===== src/rtl/uart_tx_fifo_drain_pkg.sv =====
// Shared definitions for the FIFO-draining UART transmitter: FSM encodings and
// default timing constants.
package uart_tx_fifo_drain_pkg;

  typedef enum logic [2:0] {
    IDLE  = 3'd0,
    FETCH = 3'd1,
    LOAD  = 3'd2,
    START = 3'd3,
    DATA  = 3'd4,
    STOP  = 3'd5
  } state_t;

  // 50 MHz / (16 * 19200) rounded
  localparam int DEFAULT_DVSR    = 163;
  localparam int DEFAULT_DVSR_W  = 8;
  localparam int DEFAULT_SB_TICK = 16;
  localparam int DEFAULT_DBIT    = 8;

  // Baud ticks per start or data bit
  localparam int OVERSAMPLE = 16;

endpackage


===== src/rtl/uart_baud_tick.sv =====
// Free-running baud divider producing a one-clk tick every DVSR clocks; clr
// restarts the count so the following period is a full one.
module uart_baud_tick
  import uart_tx_fifo_drain_pkg::*;
#(
  parameter int DVSR   = DEFAULT_DVSR,
  parameter int DVSR_W = DEFAULT_DVSR_W
) (
  input  logic clk,
  input  logic reset,
  input  logic clr,
  output logic tick
);

  localparam logic [DVSR_W-1:0] LAST = DVSR_W'(DVSR - 1);

  logic [DVSR_W-1:0] cnt_reg;
  logic [DVSR_W-1:0] cnt_next;

  always_comb begin
    cnt_next = cnt_reg + 1'b1;
    if (clr || (cnt_reg == LAST)) begin
      cnt_next = '0;
    end
  end

  always_ff @(posedge clk) begin
    if (reset) begin
      cnt_reg <= '0;
    end else begin
      cnt_reg <= cnt_next;
    end
  end

  // Tick marks the cycle in which the counter wraps back to zero
  assign tick = !clr && (cnt_reg == LAST);

endmodule


===== src/rtl/uart_tx_fifo_drain.sv =====
// 8N1 UART transmitter that pops one byte from an upstream FIFO whenever it is
// non-empty and shifts it out LSB first on a registered tx line.
module uart_tx_fifo_drain
  import uart_tx_fifo_drain_pkg::*;
#(
  parameter int DBIT    = DEFAULT_DBIT,
  parameter int SB_TICK = DEFAULT_SB_TICK,
  parameter int DVSR    = DEFAULT_DVSR,
  parameter int DVSR_W  = DEFAULT_DVSR_W
) (
  input  logic       clk,
  input  logic       reset,
  input  logic       fifo_empty,
  input  logic [7:0] fifo_data,
  output logic       fifo_rd,
  output logic       tx,
  output logic       tx_busy,
  output logic       tx_done_tick
);

  localparam int NW = (DBIT > 1) ? $clog2(DBIT) : 1;

  localparam logic [4:0]    LAST_OS   = 5'(OVERSAMPLE - 1);
  localparam logic [4:0]    STOP_LAST = 5'(SB_TICK - 1);
  localparam logic [NW-1:0] LAST_BIT  = NW'(DBIT - 1);

  state_t          state_reg, state_next;
  logic [DBIT-1:0] b_reg, b_next;
  logic [4:0]      s_reg, s_next;
  logic [NW-1:0]   n_reg, n_next;
  logic            tx_reg, tx_next;
  logic            tick;
  logic            clr;

  uart_baud_tick #(
    .DVSR   (DVSR),
    .DVSR_W (DVSR_W)
  ) baud (
    .clk   (clk),
    .reset (reset),
    .clr   (clr),
    .tick  (tick)
  );

  always_ff @(posedge clk) begin
    if (reset) begin
      state_reg <= IDLE;
      b_reg     <= '0;
      s_reg     <= '0;
      n_reg     <= '0;
      tx_reg    <= 1'b1;
    end else begin
      state_reg <= state_next;
      b_reg     <= b_next;
      s_reg     <= s_next;
      n_reg     <= n_next;
      tx_reg    <= tx_next;
    end
  end

  always_comb begin
    state_next = state_reg;
    b_next     = b_reg;
    s_next     = s_reg;
    n_next     = n_reg;
    case (state_reg)
      IDLE: begin
        if (!fifo_empty) begin
          state_next = FETCH;
        end
      end
      FETCH: begin
        state_next = LOAD;
      end
      LOAD: begin
        b_next     = DBIT'(fifo_data);
        s_next     = '0;
        n_next     = '0;
        state_next = START;
      end
      START: begin
        if (tick) begin
          if (s_reg == LAST_OS) begin
            s_next     = '0;
            state_next = DATA;
          end else begin
            s_next = s_reg + 5'd1;
          end
        end
      end
      DATA: begin
        if (tick) begin
          if (s_reg == LAST_OS) begin
            s_next = '0;
            b_next = b_reg >> 1;
            if (n_reg == LAST_BIT) begin
              state_next = STOP;
            end else begin
              n_next = n_reg + 1'b1;
            end
          end else begin
            s_next = s_reg + 5'd1;
          end
        end
      end
      STOP: begin
        if (tick) begin
          if (s_reg == STOP_LAST) begin
            s_next     = '0;
            state_next = IDLE;
          end else begin
            s_next = s_reg + 5'd1;
          end
        end
      end
      default: begin
        state_next = IDLE;
      end
    endcase

    // Line level follows the state being entered so tx stays aligned with state_reg
    case (state_next)
      START:   tx_next = 1'b0;
      DATA:    tx_next = b_next[0];
      default: tx_next = 1'b1;
    endcase
  end

  always_comb begin
    fifo_rd      = (state_reg == IDLE) && !fifo_empty && !reset;
    tx_done_tick = (state_reg == STOP) && tick && (s_reg == STOP_LAST);
    tx_busy      = (state_reg != IDLE);
    clr          = (state_reg == LOAD);
  end

  assign tx = tx_reg;

endmodule


===== config.mk =====
export PLATFORM = sky130hd
export DESIGN_NAME = uart_tx_fifo_drain
export DESIGN_NICKNAME = d
export VERILOG_FILES = /design/src/rtl/uart_tx_fifo_drain_pkg.sv /design/src/rtl/uart_baud_tick.sv /design/src/rtl/uart_tx_fifo_drain.sv
export SDC_FILE = /design/constraint.sdc
export NUM_CORES = 1
export LEC_CHECK = 0
export ABC_AREA = 1
export CELL_PAD_IN_SITES_DETAIL_PLACEMENT = 2
export CELL_PAD_IN_SITES_GLOBAL_PLACEMENT = 2
export CORE_MARGIN = 5
export CORE_UTILIZATION = 37
export CTS_BUF_LIST = sky130_fd_sc_hd__clkbuf_2 sky130_fd_sc_hd__clkbuf_4 sky130_fd_sc_hd__clkbuf_8
export DETAILED_ROUTE_END_ITERATION = 10
export PLACE_DENSITY_LB_ADDON = 0.05
export SLEW_MARGIN = 20
export SYNTH_ARGS = -nofsm -noshare
export SYNTH_HDL_FRONTEND = slang
export SYNTH_SLANG_ARGS = --single-unit

===== constraint.sdc =====
create_clock -name clk -period 2.6 [get_ports clk]
set_clock_uncertainty 0.1 [all_clocks]
set_input_delay 0.26 -clock clk [delete_from_list [all_inputs] [get_ports clk]]
set_output_delay 0.26 -clock clk [all_outputs]
set_load 0.03 [all_outputs]

==> results of run 1 <==
-- what timing repair did --
| item | CTS | global route |
|---|---|---|
| setup endpoints to repair | 0 | 1 |
| hold buffers | 0 | 0 |
| gates resized for setup | 0 | 1 |
-- layout by cell type (no fill, tap or decap), types with 2 or more instances in the layout --
master,instances
nor2_2,3
a31oi_1,5
nor2_8,2
nand3_2,4
nand2_2,2
nand2_1,32
nor3_1,5
clkdlybuf4s50_1,13
nor2_4,4
nand2_4,3
nand4_1,4
nor3b_1,3
inv_2,5
nand3_1,14
inv_1,16
clkbuf_8,3
ha_1,5
dfxtp_1,28
nor2_1,21
a21oi_1,14
xor2_1,2
-- per-layer routing --
layer / share of wire, % / global-route usage, % / vias to the layer above / routed length (µm)
met5: 0 / 0 / - / 0
met4: 0.61 / 1.844 / 0 / 22
met3: 2.8 / 3.857 / 2 / 103
met2: 54 / 28.50 / 10 / 1948
met1: 43 / 17.52 / 634 / 1552
li1: - / - / 651 / -
-- report_power, final --
group / switching (mW) / internal [mW] / leakage, nW
combinational: 0.0940 / 0.0587 / 0.496
clock: 0.138 / 0.206 / 0.0357
sequential: 0.0144 / 0.448 / 0.227
total: 0.246 / 0.713 / 0.759
-- kinds of logic after synthesis --
logic type	Yosys count	synth area share (%)
AO/OA/AOI/OAI	24	9.199
XOR/XNOR	2	1.193
adder cells (fa/ha/maj)	5	4.259
buffers and inverters	27	7.751
flip-flops	28	38.16
AND/OR/NAND/NOR	103	39.44
-- critical path, cell delays in order (launching register included) --
cell and delay [ns]:
dfxtp_1 0.36, nor2_1 0.16, nand2_1 0.09, or2_2 0.29, nor2_1 0.09, clkdlybuf4s50_1 0.68
-- per-stage QoR --
step           utilization, %  instance area, µm²  setup slack [ns]  hold slack [ns]  power, mW
2_1_floorplan               -                1469            0.8274           0.2978     0.5739
3_3_place_gp            42.23                1653            0.4144           0.3426     0.6186
3_5_place_dp            42.23                1653            0.3595           0.3575     0.6279
4_1_cts                 44.05                1724           0.03677           0.3891     0.9734
5_1_grt                 44.12                1727            0.1922           0.4017      1.009
6_report                44.12                1727            0.2922           0.3807     0.9595
-- worst paths after layout --
| check | startpoint | to | slack (ns) | depth (start not counted) |
|---|---|---|---|---|
| setup / recovery | state_reg[0]$_SDFF_PP0_ | fifo_rd | 0.29 | 5 |
| hold / removal | baud.cnt_reg[0]$_SDFF_PP0_ | baud.cnt_reg[0]$_SDFF_PP0_ | 0.38 | 1 |
| setup reg to reg | s_reg[0]$_SDFFE_PP0P_ | n_reg[2]$_SDFFE_PP0P_ | 0.54 | 8 |
| hold reg to reg | baud.cnt_reg[0]$_SDFF_PP0_ | baud.cnt_reg[0]$_SDFF_PP0_ | 0.38 | 1 |
-- area by class of cell --
class                      count  area [µm²]
timing repair buffer          15       150.1
inverter                      23       87.58
fill                         463        2187
clock inverter                 1       30.03
sequential                    28       560.5
multi-input combinational    134       794.5
clock buffer                   3       41.29
tap                           50       62.56
-- Yosys cell counts (4+ instances only) --
master / number
nor2_4: 4
a21oi_1: 14
a31oi_1: 5
nand3_1: 14
nand2_1: 32
dfxtp_1: 28
inv_2: 5
nand4_1: 4
nor2_1: 21
inv_1: 16
nand3_2: 4
ha_1: 5
nor3_1: 5
==> reports/qor.csv, run 1 <==
stage,metric,value,unit
global_routing,overflow,0,
global_routing,grt_usage,15.17,%
synth,synth_seq_area_share,38.16,%
clocking,cts-buffers-inserted,3,
critical_path,required,2.24,ns
power,powerDensity,555.7,nW/µm²
global_routing,grt_max_degree,19,
critical_path,crit_type,reg -> out,
placed_design,dpl.hpwl,2928,µm
synth,synthTopCellsByArea,"dfxtp_1, nand2_1, nor2_1, a21oi_1, nand3_1",
synth,yosysWarnings,0,
routing,viasPerCell,5.106,
sta,worst_pin_slew,0.5542,ns
clocking,cts_max_level,1,
sta,min_period,2.308,ns
synth,synth_seq_cells,28,
critical_path,cp-end-kind,primary output,
die,start_util,37.53,%
routing,routedWlPerCell,14.28,µm
sta,slew_headroom,62.71,%
worst_hold_path,min-delay-path-class,reg -> reg,
clocking,tritoncts,done,
global_routing,grt_pass1_vias,1377,
synth,avgSynthCellArea,7.772,µm²
sta,tns,0,ns
sta,report.final.setup_viol,0,
synth,yosysTopAreaCell,dfxtp_1,
routing,drc,0,
power,total_leakage_power,0.7593,nW
sta,hold_violations,0,
synth,syn_inst,189,
sta,rsz0062_at_grt,false,
routing,dr.pass1.iters,4,
routing,antenna_left,0,
routing,routed_wl,3626,µm
synth,async_flop_share,0,%
run_status,status,"complete, no violations",
power,ir_drop,0.3825,mV
critical_path,crit_arrival,1.95,ns
synth,synth_cell_type_count,35,
critical_path,start_kind,flop,
die,fp.dieW,73.01,µm
synth,synth_top_area_share,38.16,%
clocking,cts_setup_buffers,0,
clocking,cts_sinks,28,
finish,drive_above_1_share,16.18,%
clocking,clk_pin_slew,0.10,ns
global_routing,grt_pass1_wl,6389,µm
routing,vias,1297,
finish,antennaDiodeCount,0,
die,core-area,3914,µm²
die,core.rowCount,23,
die,die_area,5330,µm²
routing,drt_iter0_drc,34,
sta,min_period_over_period,88.76,%
critical_path,cp_max_fo,4,
placed_design,routabilityCongestion,0.7890,
clocking,clock_latency,0.28,ns
finish,num-nets-final,221,
die,pin_count,15,
synth,synth_edf_count,0,
synth,netlist_area,1469,µm²
global_routing,antenna_found_initial,0,
synth,synth_ff_type,dfxtp_1,
sta,finalMaxSlewViolations,0,
clocking,clockBufferDepth,2,
synth,syn-num-nets,205,
finish,stdcell_count,254,
placed_design,numPortBuffers,14,
finish,area_delta_synth_final,17.55,%
clocking,cts_root_buf,clkbuf_8,
sta,fmax,433.3,MHz
placed_design,dp.cells,250,
die,die_h,73.01,µm
flow_run,drv_cap,0,
No activity file was read; power rests on OpenSTA's default activity.
==> run 2: changes to the inputs <==
Settings changed: CORE_MARGIN 5 to unset.
==> reports/qor.csv, run 2 (synthesis results as in run 1) <==
stage,metric,value,unit,change
sta,worst_pin_slew,0.5575,ns,+0.003242 ns
critical_path,crit_arrival,2.00,ns,+0.05 ns
worst_hold_path,worstHoldPathCells,2,,+1
critical_path,r2r_end,n_reg[2]$_SDFFE_PP0P_,,
die,core-area,3744,µm²,-4.3%
die,die_h,65.01,µm,-11%
routing,routed_wl,3989,µm,+10%
power,power,0.9044,mW,-5.7%
clocking,clk_pin_slew,0.10,ns,about the same
critical_path,cp_top_family,buffers and inverters,,
run_status,status,"complete, no violations",,
power,ir_drop,0.2220,mV,-42%
sta,fmax,423.2,MHz,-2.3%
critical_path,r2r_start,s_reg[0]$_SDFFE_PP0P_,,
critical_path,cp_max_fo,4,,unchanged
global_routing,antenna_found_initial,0,,unchanged
worst_hold_path,worstHoldStart,n_reg[2]$_SDFFE_PP0P_,,
critical_path,critPathBufInv,1,,unchanged
finish,nFillCells,432,,-6.7%
critical_path,crit_slowest_cell,clkdlybuf4s50_1,,
clocking,clockBufferDepth,2,,unchanged
finish,antennaDiodeCount,0,,unchanged
clocking,cts_setup_buffers,0,,unchanged
critical_path,crit_type,reg -> out,,
placed_design,dp.cells,249,,-0.40%
global_routing,overflow,0,,unchanged
routing,drt_iter0_drc,54,,+59%
clocking,cts_root_buf,clkbuf_8,,
critical_path,r2r_setup_slack,0.46,ns,-0.08 ns
routing,antenna_left,0,,unchanged
die,start_util,39.24,%,+1.7 points
die,die_area,4226,µm²,-21%
critical_path,worst-path-stages,5,,unchanged
routing,dr.pass1.iters,4,,unchanged
clocking,cts-buffers-inserted,3,,unchanged
worst_hold_path,worstHoldEndpoint,n_reg[2]$_SDFFE_PP0P_,,
die,core.rowCount,22,,-4.3%
clocking,cts_sinks,28,,unchanged
sta,min_period,2.363,ns,+0.05534 ns
sta,finalMaxSlewViolations,0,,unchanged
sta,slew_headroom,62.49,%,-0.22 points
clocking,clock_latency,0.28,ns,about the same
placed_design,routabilityCongestion,0.8590,,+8.9%
power,total_leakage_power,0.7566,nW,-0.35%
finish,num-nets-final,222,,+0.45%
placed_design,numPortBuffers,14,,unchanged
worst_hold_path,min-delay-path-class,reg -> reg,,
sta,report.final.setup_viol,0,,unchanged
flow_run,drv_cap,0,,unchanged
routing,vias,1286,,-0.85%
placed_design,dpl.hpwl,3094,µm,+5.7%
global_routing,grt_pass1_wl,7031,µm,+10%
sta,whs,0.3911,ns,+0.01041 ns
die,pin_count,15,,unchanged
sta,min_period_over_period,90.89,%,+2.1 points
global_routing,grt_usage,21.83,%,+6.7 points
sta,rsz0062_at_grt,false,,
die,fp.dieW,65.01,µm,-11%
finish,area_delta_synth_final,16.78,%,
critical_path,required,2.24,ns,about the same
finish,layout_common_cells,"nand2_1, dfxtp_1, nor2_1",,
routing,drc,0,,unchanged
global_routing,grt_max_degree,18,,-1
critical_path,crit_top_cell,nor2_1,,
sta,tns,0,ns,unchanged
critical_path,crit_path_cell_trace,"nor2_1, nand2_1, or2_2, nor2_1, clkdlybuf4s50_1",,
clocking,cts_max_level,1,,unchanged
critical_path,slowest_delay,0.70,ns,+0.02 ns
sta,hold_violations,0,,unchanged
finish,stdcell_count,253,,-0.39%
critical_path,cp-end-kind,primary output,,
finish,drive_above_1_share,16.59,%,+0.41 points
finish,multi_input_area,794.5,µm²,unchanged
critical_path,start_kind,flop,,
global_routing,grt_pass1_vias,1497,,+8.7%
clocking,tritoncts,done,,
finish,regArea,560.5,µm²,unchanged
critical_path,r2r_cells,8,,unchanged
finish,layout_commonest_cell,nand2_1,,
routing,routedWlPerCell,15.77,µm,+10%
routing,viasPerCell,5.083,,-0.46%
power,powerDensity,527.2,nW/µm²,-5.1%
[run 2: changes by cell type in the layout (fill, tap and decap cells not counted)]
cell       delta
buf_4         +1
clkbuf_8      +1
bufinv_16     -1
[run 2: routing by layer]
metal | part of all wire, % | track usage, % | vias to the layer above
li1 | - | - | 652
met1 | 46 | 25.21 | 618
met2 | 51 | 40.76 | 11
met3 | 1.7 | 2.817 | 5
met4 | 1.4 | 7.337 | 0
met5 | 0 | 0 | -
[run 2: area by class of cell]
class	instances	area share (%)
clock buffers	4	3.209
repair buffers	16	9.190
multi-input cells	134	46.32
well taps	48	3.501
inverters	23	5.106
flip-flops and latches	28	32.68
[run 2: stage by stage]
| step | util, % | area (µm²) | setup slack (ns) |
|---|---|---|---|
| floorplan | - | 1469 | 0.8274 |
| global placement | 44.28 | 1658 | 0.4695 |
| detailed placement | 44.28 | 1658 | 0.3322 |
| CTS | 45.76 | 1713 | 0.01525 |
| global route | 45.82 | 1715 | 0.1289 |
| finish | 45.82 | 1715 | 0.2368 |
[run 2: how the worst max path moves through the flow]
stage                                    start           end
CTS                 baud.cnt_reg[0]$_SDFF_PP0_  tx_done_tick
global route           state_reg[0]$_SDFF_PP0_       fifo_rd
detailed placement  baud.cnt_reg[0]$_SDFF_PP0_  tx_done_tick
floorplan              state_reg[0]$_SDFF_PP0_       fifo_rd
global placement    baud.cnt_reg[0]$_SDFF_PP0_  tx_done_tick
finish                 state_reg[0]$_SDFF_PP0_       fifo_rd
[run 2: worst register-to-register path: stages (launching register included)]
cell,delay [ns]
dfxtp_1,0.39
ha_1,0.22
nand3_1,0.16
nor2_4,0.19
nand4_2,0.39
nand2_1,0.30
nand2_1,0.14
nand2_1,0.08
a21oi_1,0.06
[run 2: power breakdown]
| group | switching, mW | leakage (nW) | internal [mW] |
|---|---|---|---|
| Clock | 0.148 | 0.0288 | 0.136 |
| Combinational | 0.0966 | 0.501 | 0.0606 |
| Sequential | 0.0152 | 0.227 | 0.448 |
[run 2: what timing repair did]
item / 4_1_cts / 5_1_grt
endpoints found under the setup margin: 0 / 1
hold buffers: 0 / 0
gates resized for setup: 0 / 1
